===== src/rtl/uart_pkg.sv =====
// rtl/uart_pkg.sv - shared types and constants for the UART transmit path
package uart_pkg;

    typedef enum logic [2:0] {
        ST_IDLE,
        ST_SETTLE,
        ST_START,
        ST_DATA,
        ST_PARITY,
        ST_STOP
    } state_t;

    localparam int PAR_NONE = 0;
    localparam int PAR_ODD  = 1;
    localparam int PAR_EVEN = 2;

    // Parity bit to transmit for a byte; meaningless when parity is disabled.
    function automatic logic parity_of(input logic [7:0] b, input int mode);
        return (mode == PAR_ODD) ? ~^b : ^b;
    endfunction

endpackage


===== src/rtl/uart_bit_timer.sv =====
// rtl/uart_bit_timer.sv - loadable bit-period down-counter with end-of-bit tick
module uart_bit_timer #(
    parameter int CLKS_PER_BIT = 868
) (
    input  logic sys_clock,
    input  logic reset,
    input  logic load,
    output logic bit_tick
);

    localparam int CW = (CLKS_PER_BIT > 1) ? $clog2(CLKS_PER_BIT) : 1;
    localparam logic [CW-1:0] RELOAD = CW'(CLKS_PER_BIT - 1);

    logic [CW-1:0] count;

    // Reloads on its own at each bit boundary so consecutive bits need no extra load.
    always_ff @(posedge sys_clock) begin
        if (reset || load || (count == '0)) begin
            count <= RELOAD;
        end else begin
            count <= count - CW'(1);
        end
    end

    assign bit_tick = (count == '0);

endmodule


===== src/rtl/uart_tx_drain.sv =====
// rtl/uart_tx_drain.sv - FIFO-draining UART transmitter with optional parity
module uart_tx_drain #(
    parameter int CLKS_PER_BIT = 868,
    parameter int STOP_BITS    = 1,
    parameter int PARITY       = 0
) (
    input  logic       sys_clock,
    input  logic       reset,
    input  logic       tx_enable,
    input  logic       fifo_empty,
    input  logic [7:0] fifo_data,
    output logic       fifo_read_en,
    output logic       tx,
    output logic       busy,
    output logic       byte_done
);

    import uart_pkg::*;

    state_t     state;
    state_t     next_state;
    logic [7:0] shift_reg;
    logic [2:0] bit_idx;
    logic       stop_cnt;
    logic       par_bit;
    logic       bit_tick;
    logic       timer_load;
    logic       last_stop;

    assign timer_load = (state == ST_IDLE) || (state == ST_SETTLE);
    assign last_stop  = (stop_cnt == 1'(STOP_BITS - 1));

    uart_bit_timer #(
        .CLKS_PER_BIT(CLKS_PER_BIT)
    ) u_bit_timer (
        .sys_clock(sys_clock),
        .reset    (reset),
        .load     (timer_load),
        .bit_tick (bit_tick)
    );

    always_ff @(posedge sys_clock) begin
        if (reset) begin
            state <= ST_IDLE;
        end else begin
            state <= next_state;
        end
    end

    always_comb begin
        next_state = state;
        byte_done  = 1'b0;
        case (state)
            ST_IDLE:   if (tx_enable && !fifo_empty) next_state = ST_SETTLE;
            ST_SETTLE: next_state = ST_START;
            ST_START:  if (bit_tick) next_state = ST_DATA;
            ST_DATA: begin
                if (bit_tick && (bit_idx == 3'd7)) begin
                    next_state = (PARITY != PAR_NONE) ? ST_PARITY : ST_STOP;
                end
            end
            ST_PARITY: if (bit_tick) next_state = ST_STOP;
            ST_STOP: begin
                if (bit_tick && last_stop) begin
                    next_state = ST_IDLE;
                    byte_done  = 1'b1;
                end
            end
            default:   next_state = ST_IDLE;
        endcase
    end

    // SETTLE is the first cycle fifo_data is valid; latch it and pop in one step.
    always_ff @(posedge sys_clock) begin
        if (reset) begin
            shift_reg    <= '0;
            bit_idx      <= '0;
            stop_cnt     <= 1'b0;
            par_bit      <= 1'b0;
            fifo_read_en <= 1'b0;
        end else begin
            fifo_read_en <= (state == ST_SETTLE);
            case (state)
                ST_SETTLE: begin
                    shift_reg <= fifo_data;
                    par_bit   <= parity_of(fifo_data, PARITY);
                    bit_idx   <= '0;
                    stop_cnt  <= 1'b0;
                end
                ST_DATA: begin
                    if (bit_tick) begin
                        shift_reg <= {1'b0, shift_reg[7:1]};
                        bit_idx   <= bit_idx + 3'd1;
                    end
                end
                ST_STOP: begin
                    if (bit_tick) stop_cnt <= stop_cnt + 1'b1;
                end
                default: ;
            endcase
        end
    end

    always_comb begin
        tx = 1'b1;
        case (state)
            ST_START:  tx = 1'b0;
            ST_DATA:   tx = shift_reg[0];
            ST_PARITY: tx = par_bit;
            default:   tx = 1'b1;
        endcase
    end

    assign busy = (state != ST_IDLE);

endmodule


===== config.mk =====
export PLATFORM = sky130hd
export DESIGN_NAME = uart_tx_drain
export DESIGN_NICKNAME = d
export VERILOG_FILES = /design/src/rtl/uart_pkg.sv /design/src/rtl/uart_bit_timer.sv /design/src/rtl/uart_tx_drain.sv
export SDC_FILE = /design/constraint.sdc
export NUM_CORES = 1
export LEC_CHECK = 0
export ABC_AREA = 1
export CAP_MARGIN = 20
export CELL_PAD_IN_SITES_DETAIL_PLACEMENT = 0
export CELL_PAD_IN_SITES_GLOBAL_PLACEMENT = 2
export CORE_MARGIN = 1.5
export CORE_UTILIZATION = 33
export CTS_CLUSTER_DIAMETER = 30
export DETAILED_ROUTE_END_ITERATION = 10
export PLACE_DENSITY_LB_ADDON = 0.1
export REMOVE_ABC_BUFFERS = 1
export SLEW_MARGIN = 0
export SYNTH_ARGS = -nofsm -noshare
export SYNTH_HDL_FRONTEND = slang
export SYNTH_SLANG_ARGS = --single-unit

===== constraint.sdc =====
create_clock -name sys_clock -period 4.3 [get_ports sys_clock]
set_input_delay 0.645 -clock sys_clock [delete_from_list [all_inputs] [get_ports sys_clock]]
set_output_delay 0.645 -clock sys_clock [all_outputs]
set_load 0.02 [all_outputs]

-- After elaboration in Yosys (flattened, before gate mapping)
Index checks and enable logic that the tools add are counted.
- bitwise operators: 1
- equality and inequality tests: 13
- $add $sub $neg: 3
- mux-type cells: 15
- reduce and logical (&&, ||, !) cells: 16
- operators with widths (operator ; count):
    3-bit 2-to-1 mux ; 6
    3-bit one-hot mux with 6 select lines ; 1
    8-bit one-hot mux with 2 select lines ; 1
    2-bit inequality test (second input constant) ; 6
    10-bit zero test ; 1
    10-bit by 1-bit subtractor with 10-bit output (second input constant) ; 1
    3-bit equality test (second input constant) ; 3
    8-bit 2-to-1 mux ; 1
    8-bit parity ; 1
    3-bit by 2-bit equality test with 1-bit output (second input constant) ; 2
    3-bit one-hot mux with 2 select lines ; 1
    5-bit AND reduction ; 1
    2-bit AND reduction ; 2
    2-bit nonzero test ; 2
    3-bit by 1-bit adder with 3-bit output (second input constant) ; 1
    3-bit by 1-bit equality test with 1-bit output (second input constant) ; 1
    1-bit logical AND ; 3
    3-bit zero test ; 1
    1-bit logical OR ; 3
    1-bit 2-to-1 mux ; 3
    1-bit one-hot mux with 3 select lines ; 1
    3-bit nonzero test ; 1
    2-bit by 1-bit inequality test with 1-bit output (second input constant) ; 1
    1-bit one-hot mux with 2 select lines ; 1
    other kinds (3) ; 3
- register bits: 27
- input port bits: 12
- logic and storage cells: 55
- output and inout port bits: 4

-- Logic depth before layout (Yosys ltp)
Gate-level depths: netlist of the first run.
- depth after elaboration: 4
- mapped depth: 10
- gate-level depth less buffers: 10

-- Hierarchy
From an unflattened synthesis of the first run, not the netlist that was laid out.
- cell total of the unflattened synthesis: 241
- area, all modules: 1555.2 sq um
- by module, submodules not included (module ; area each (sq um) ; times used ; sequential area each (sq um) ; cells each):
    uart_tx_drain ; 1061.0 ; 1 ; 340.3 ; 178
    uart_bit_timer ; 494.2 ; 1 ; 200.2 ; 63

-- Worst setup path before layout of the first run
Ideal clock, no wire load.
- kind: reg-to-output
- from: register u_bit_timer.count[0]
- to: output port byte_done
- arrival: 1.235 ns
- data required time: 3.655 ns
- stages on the path, launching flop included: 9
- setup slack: 2.420 ns
- buffers on the path: 0
- cells stage by stage: dfxtp_1 inv_1 ha_1 nand2_2 nor2_4 nand2_1 inv_1 nand3_1 inv_1
- longest elaborated chain between the ends: 4
- ends and longest elaborated chain (what ; line ; source):
    from (decl) ; uart_bit_timer.sv:14 ; logic [CW-1:0] count;
    from (signal assigned) ; uart_bit_timer.sv:21 ; count <= count - CW'(1);
    10-bit zero test ; uart_bit_timer.sv:25 ; assign bit_tick = (count == '0);
    1-bit logical AND ; uart_tx_drain.sv:64 ; if (bit_tick && last_stop) begin
    1-bit 2-to-1 mux ; uart_tx_drain.sv:64 ;
    1-bit 2-to-1 mux ; uart_tx_drain.sv:53 ; case (state)
    to (decl) ; uart_tx_drain.sv:15 ; output logic byte_done
Every way passes these cells.

-- Worst setup path in the final report of the first run
Ends and elaborated chain as after synthesis.

==> results of run 1 <==
path summary, 6_finish.rpt:
path	end	start	depth (start not counted)
worst max-delay path	byte_done	u_bit_timer.count[0]	9
worst min-delay path	u_bit_timer.count[0]	u_bit_timer.count[0]	1
worst max register to register	u_bit_timer.count[6]	u_bit_timer.count[0]	8
worst min register to register	u_bit_timer.count[0]	u_bit_timer.count[0]	1
cell type report:
type | instances | area, µm²
multi-input combinational | 138 | 704.4
clock inverter | 1 | 7.507
inverter | 33 | 126.4
sequential | 27 | 540.5
clock buffer | 3 | 41.29
fill | 438 | 2396
tap | 50 | 62.56
timing repair buffer | 15 | 150.1
Yosys cell counts (3+ instances only):
cell type  count
a21oi_1       16
dfxtp_1       27
ha_1           3
inv_1         31
nand2_1       41
nand3_1       13
nand4_1        5
nor2_1        18
nor3_1         3
o21ai_0       21
xnor2_1        5
xor2_1         3
cells by family (layout without fill, tap and decap cells):
| kind of cell | count (synthesis) | in the layout | share of synthesized area, % |
|---|---|---|---|
| flops | 27 | 27 | 38.54 |
| buf+inv | 37 | 52 | 11.24 |
| simple gates | 89 | 89 | 28.81 |
| compound gates | 38 | 38 | 13.74 |
| xor+xnor | 8 | 8 | 4.996 |
| fa+ha+maj | 3 | 3 | 2.676 |
per-stage QoR:
stage	cell area, µm²	std cells	worst slack [ns]	hold slack, ns	total power, mW
5_1_grt	1633	267	1.308	0.4425	0.8925
3_3_place_gp	1584	263	1.841	0.3882	0.6768
6_report	1633	267	1.483	0.4113	0.8142
2_1_floorplan	1371	198	2.420	0.3762	0.5791
4_1_cts	1633	267	1.480	0.4163	0.8269
3_5_place_dp	1584	263	1.803	0.3914	0.6773
routing by layer:
layer | vias to the layer above | wire length, µm | global-route usage, %
li1 | 683 | - | -
met1 | 525 | 1460 | 17.20
met2 | 14 | 1241 | 22.57
met3 | 2 | 87 | 3.454
met4 | 0 | 26 | 3.000
met5 | - | 0 | 0
worst reg2reg max path, stage by stage, from the launching register on:
cell and delay [ns]:
dfxtp_1 0.35, inv_1 0.09, ha_1 0.27, nand2_2 0.12, nor2_4 0.06, nand2_1 0.07, nand4_1 0.28, a21oi_1 0.21
o21ai_0 0.10
power groups by stage:
stage	logic (mW)	clock network (mW)	registers [mW]
after floorplan	0.236	0	0.344
after global placement	0.330	0	0.347
after detailed placement	0.329	0	0.349
after CTS	0.330	0.154	0.342
after global routing	0.373	0.168	0.351
final	0.325	0.147	0.342
==> flow_summary.yaml, run 1 <==
cts:
  cts_buffer_depth: 2
  tritoncts: "done"
  clk_transition_reported_paths_ns: 0.10
  holdBufCountCts: 0
  htreeDepth: 1
  post_cts_resized: 0
  clkLatencyLatePin_ns: 0.27
  clockRootBuffer: "clkbuf_8"
  cts_setup_buffers: 0
  cts_made_buffers: 3
  clock_sinks: 27
floorplan:
  core-area_mm2: 0.004029
  fp.dieArea_mm2: 0.004651
  start_util_pct: 34.81
  row_count: 23
  die_h_um: 68.20
  ios: 16
  dieWidth_um: 68.20
global_routing:
  antenna_found_initial: 0
  grt_max_degree: 17
  grtUsageTotal_pct: 13.43
  grt_pass1_wl_um: 4740
  globalRouteOverflowTotal: 0
  grt_pass1_vias: 1076
min_path:
  min_path_type: "flop to flop"
status:
  outcome: "finished clean"
sta:
  finalHoldViolCount: 0
  period_minus_slack_ns: 2.817
  fin_tns_setup_ns: 0
  rsz0062_at_grt: "no"
  finalCritPeriodShare_pct: 65.52
  finClkSkew_ns: 0.006808
  relSlewSlack_pct: 66.64
  setup_viol: 0
  worst_slew_pin_slew_ns: 0.4952
  max_freq_mhz: 355.0
  drv_slew: 0
critical_path:
  crit_path_start_kind: "flop"
  crit_family: "buffers and inverters"
  cp_max_fo: 5
  cp_slowest_stage_delay_ns: 0.59
  cp.required_ns: 3.65
  cpMaxStageDelayCell: "clkdlybuf4s50_1"
  crit_path_end_kind: "primary output"
  crit_arrival_ns: 2.17
  cp_num_buf_inv: 4
  crit_chain: "inv_1, ha_1, nand2_2, nor2_4, nand2_1, inv_1, nand3_1, inv_1, clkdlybuf4s50_1"
  ff2ff_setup_slack_ns: 2.64
  critPathMostFrequentCell: "inv_1"
  critPathKind: "flop to primary output"
power:
  pwr-share-comb_pct: 39.9
  pwr-share-seq_pct: 42.0
  p_switching_uw: 319.7
  p_sw_share_pct: 39.27
  power_density_mw_per_mm2: 498.6
  power.internal_uw: 494.4
  clkPwrFrac_pct: 18.1
  leakage_nw: 0.7274
  peakVddDrop_mv: 0.3120
routing:
  antenna_violating_nets_post_route: 0
  first_iter_violations: 59
  drtPass1Iterations: 4
  viasPerCell: 4.584
  route.vias.total: 1224
  drc: 0
  wl_per_cell_um: 10.55
  drt-total-wl_um: 2816
synth:
  yosysTopAreaCell: "dfxtp_1"
  yosys_warnings: 0
  syn_inst: 202
  synth_top_area_share_pct: 38.54
  synth_cell_types: 25
  synth_edf_count: 0
  yosysSeqAreaShare_pct: 38.54
  synth_area_mm2: 0.001403
  ys_ff_latch: 27
  synthArstFlopShare_pct: 0
  yosys-top-cells-area: "dfxtp_1, nand2_1, inv_1, o21ai_0, a21oi_1"
  synth_ff_type: "dfxtp_1"
  syn-mean-instance-area_um2: 6.944
finish:
  most-common-layout-cells: "nand2_1, inv_1, dfxtp_1"
  utilization_pct: 40.53
  diodes: 0
  final_common_cell: "nand2_1"
  layout-drive-gt1-share_pct: 5.991
  largest_reg_flops: 10
  final_nets: 233
  area_growth_pct: 16.41
placement:
  gp_congestion: 0.8353
  dpl.hpwl_um: 2194
  port_buffers: 15
flow_run:
  drv_cap: 0
(Power assumes the default switching activity.)
==> inputs of run 2 (changes only) <==
- CORE_UTILIZATION: 33 -> 27
- clock period: 4.3 -> 2.3 ns (I/O delays scaled with it)
==> run 2 against run 1 <==
Sequential power increased by 89%; final cell count up 9.7%; die area up 21%; final area rose by 4.1%; critical path depth is the same; sequential share of layout area is 1.3 points lower; non-clock buffer count grew 6; clock power is 90% higher; via count increased by 7.3%; largest power group unchanged.
==> flow_summary.yaml, run 2 (same netlist as run 1, synthesis figures left out) <==
status:
  outcome: "finished clean"
global_routing:
  globalRouteOverflowTotal: 0
  grt_max_degree: 16
  antenna_found_initial: 0
  grt_pass1_wl_um: 5720
  grt_pass1_vias: 1297
  grtUsageTotal_pct: 13.31
routing:
  drt-total-wl_um: 3305
  drc: 0
  viasPerCell: 4.481
  drtPass1Iterations: 4
  first_iter_violations: 55
  route.vias.total: 1313
  antenna_violating_nets_post_route: 0
  wl_per_cell_um: 11.28
finish:
  diodes: 0
  fillers: 548
  final_nets: 239
  utilization_pct: 33.72
  area_growth_pct: 21.23
  layout-drive-gt1-share_pct: 9.417
  largest_reg_flops: 10
  most-common-layout-cells: "nand2_1, inv_1, dfxtp_1"
  final_common_cell: "nand2_1"
  fin_area_mm2: 0.001700
critical_path:
  reg2reg_from: "u_bit_timer.count[0]"
  crit_chain: "inv_1, ha_2, nand2_2, nor2_4, nand2_1, inv_1, nand3_1, inv_1, clkbuf_2"
  crit_path_end_kind: "primary output"
  ff2ff_setup_slack_ns: 0.58
  cp_slowest_stage_delay_ns: 0.34
  crit_arrival_ns: 1.63
  crit_path_start_kind: "flop"
  cpMaxStageDelayCell: "dfxtp_1"
  critPathKind: "flop to primary output"
  worst-r2r-cell-count: 10
  cp_max_fo: 5
  cp.required_ns: 1.96
  crit_family: "buffers and inverters"
  rr_endpoint: "shift_reg[4]"
  critPathMostFrequentCell: "inv_1"
  cp_num_buf_inv: 4
floorplan:
  fp.dieArea_mm2: 0.005636
  core-area_mm2: 0.005042
  dieWidth_um: 75.08
  die_h_um: 75.08
  start_util_pct: 27.82
  row_count: 26
  ios: 16
min_path:
  min_path_type: "flop to flop"
  holdPathStages: 1
  holdCritStartpoint: "u_bit_timer.count[0]"
  hold-path-endpoint: "u_bit_timer.count[0]"
sta:
  finalHoldViolCount: 0
  period_minus_slack_ns: 1.977
  drv_slew: 0
  finClkSkew_ns: 0.004098
  finalCritPeriodShare_pct: 85.98
  rsz0062_at_grt: "no"
  fin_tns_setup_ns: 0
  relSlewSlack_pct: 63.29
  worst_slew_pin_slew_ns: 0.5449
  setup_viol: 0
  max_freq_mhz: 505.7
cts:
  cts_made_buffers: 3
  cts_setup_buffers: 0
  tritoncts: "done"
  clk_transition_reported_paths_ns: 0.10
  clkLatencyLatePin_ns: 0.27
  clock_sinks: 27
  htreeDepth: 1
  cts_buffer_depth: 2
  holdBufCountCts: 0
  clockRootBuffer: "clkbuf_8"
power:
  clkPwrFrac_pct: 17.8
  power.internal_uw: 934.8
  power_density_mw_per_mm2: 921.0
  pwr-share-seq_pct: 41.2
  p_switching_uw: 631.2
  power_mw: 1.566
  leakage_nw: 0.7628
  p_sw_share_pct: 40.31
  peakVddDrop_mv: 0.2706
  pwr-share-comb_pct: 41.0
placement:
  port_buffers: 15
  gp_congestion: 0.8105
  dpl.hpwl_um: 2505
  post_dp_cell_area_mm2: 0.001654
flow_run:
  drv_cap: 0
## run 2: area by class of cell
| type | instances | area, µm² | share of cell area [%] |
|---|---|---|---|
| flip-flops and latches | 27 | 540.5 | 31.79 |
| inverters | 33 | 126.4 | 7.432 |
| well taps | 70 | 87.58 | 5.151 |
| clock inverters | 1 | 5.005 | 0.2943 |
| repair buffers | 21 | 192.7 | 11.33 |
| multi-input cells | 138 | 706.9 | 41.57 |
| clock buffers | 3 | 41.29 | 2.428 |
## run 2: worst max-delay path by stage
stage | startpoint | to | slack (ns) | cells after the start
5_1_grt | u_bit_timer.count[0] | byte_done | 0.13 | 9
6_report | u_bit_timer.count[0] | byte_done | 0.32 | 9
2_1_floorplan | u_bit_timer.count[0] | byte_done | 0.72 | 8
4_1_cts | state[1] | tx | 0.04 | 5
3_3_place_gp | u_bit_timer.count[0] | byte_done | 0.18 | 9
3_5_place_dp | u_bit_timer.count[0] | byte_done | 0.16 | 9
## run 2: metal layers
layer	part of all wire, %	global-route usage, %	wire length, µm	up-vias
met5	0	0	0	-
li1	-	-	-	688
met4	0.67	4.848	22	0
met3	2.3	2.008	77	2
met2	50	23.60	1660	12
met1	47	16.23	1545	611
## run 2: per-stage QoR
stage | cells | worst slack, ns | hold slack [ns]
finish | 293 | 0.3225 | 0.4180
detailed placement | 289 | 0.1593 | 0.3980
global placement | 289 | 0.1796 | 0.3866
global route | 293 | 0.1305 | 0.4362
CTS | 293 | 0.03674 | 0.4235
floorplan | 198 | 0.7200 | 0.3762
## run 2: power groups by stage
stage                     registers, mW  logic (mW)  clock network [mW]
after floorplan                   0.642       0.440                   0
after global placement            0.649       0.645                   0
after detailed placement          0.653       0.645                   0
after CTS                         0.643       0.649               0.295
after global routing              0.660       0.739               0.315
final                             0.645       0.642               0.279
## run 2: worst register-to-register path, stage by stage, from the launching register on
cell,delay (ns)
dfxtp_1,0.34
inv_1,0.13
ha_2,0.24
nand2_2,0.09
nor2_4,0.11
buf_4,0.13
nand3_1,0.08
nand2_2,0.16
inv_4,0.10
o21ai_0,0.18
a21oi_1,0.06
## run 2: timing repair
action | 4_1_cts | 5_1_grt
endpoints found under the hold margin | 0 | 0
pin swaps | 0 | 0
resized for setup | 1 | 4
endpoints found under the setup margin | 1 | 2
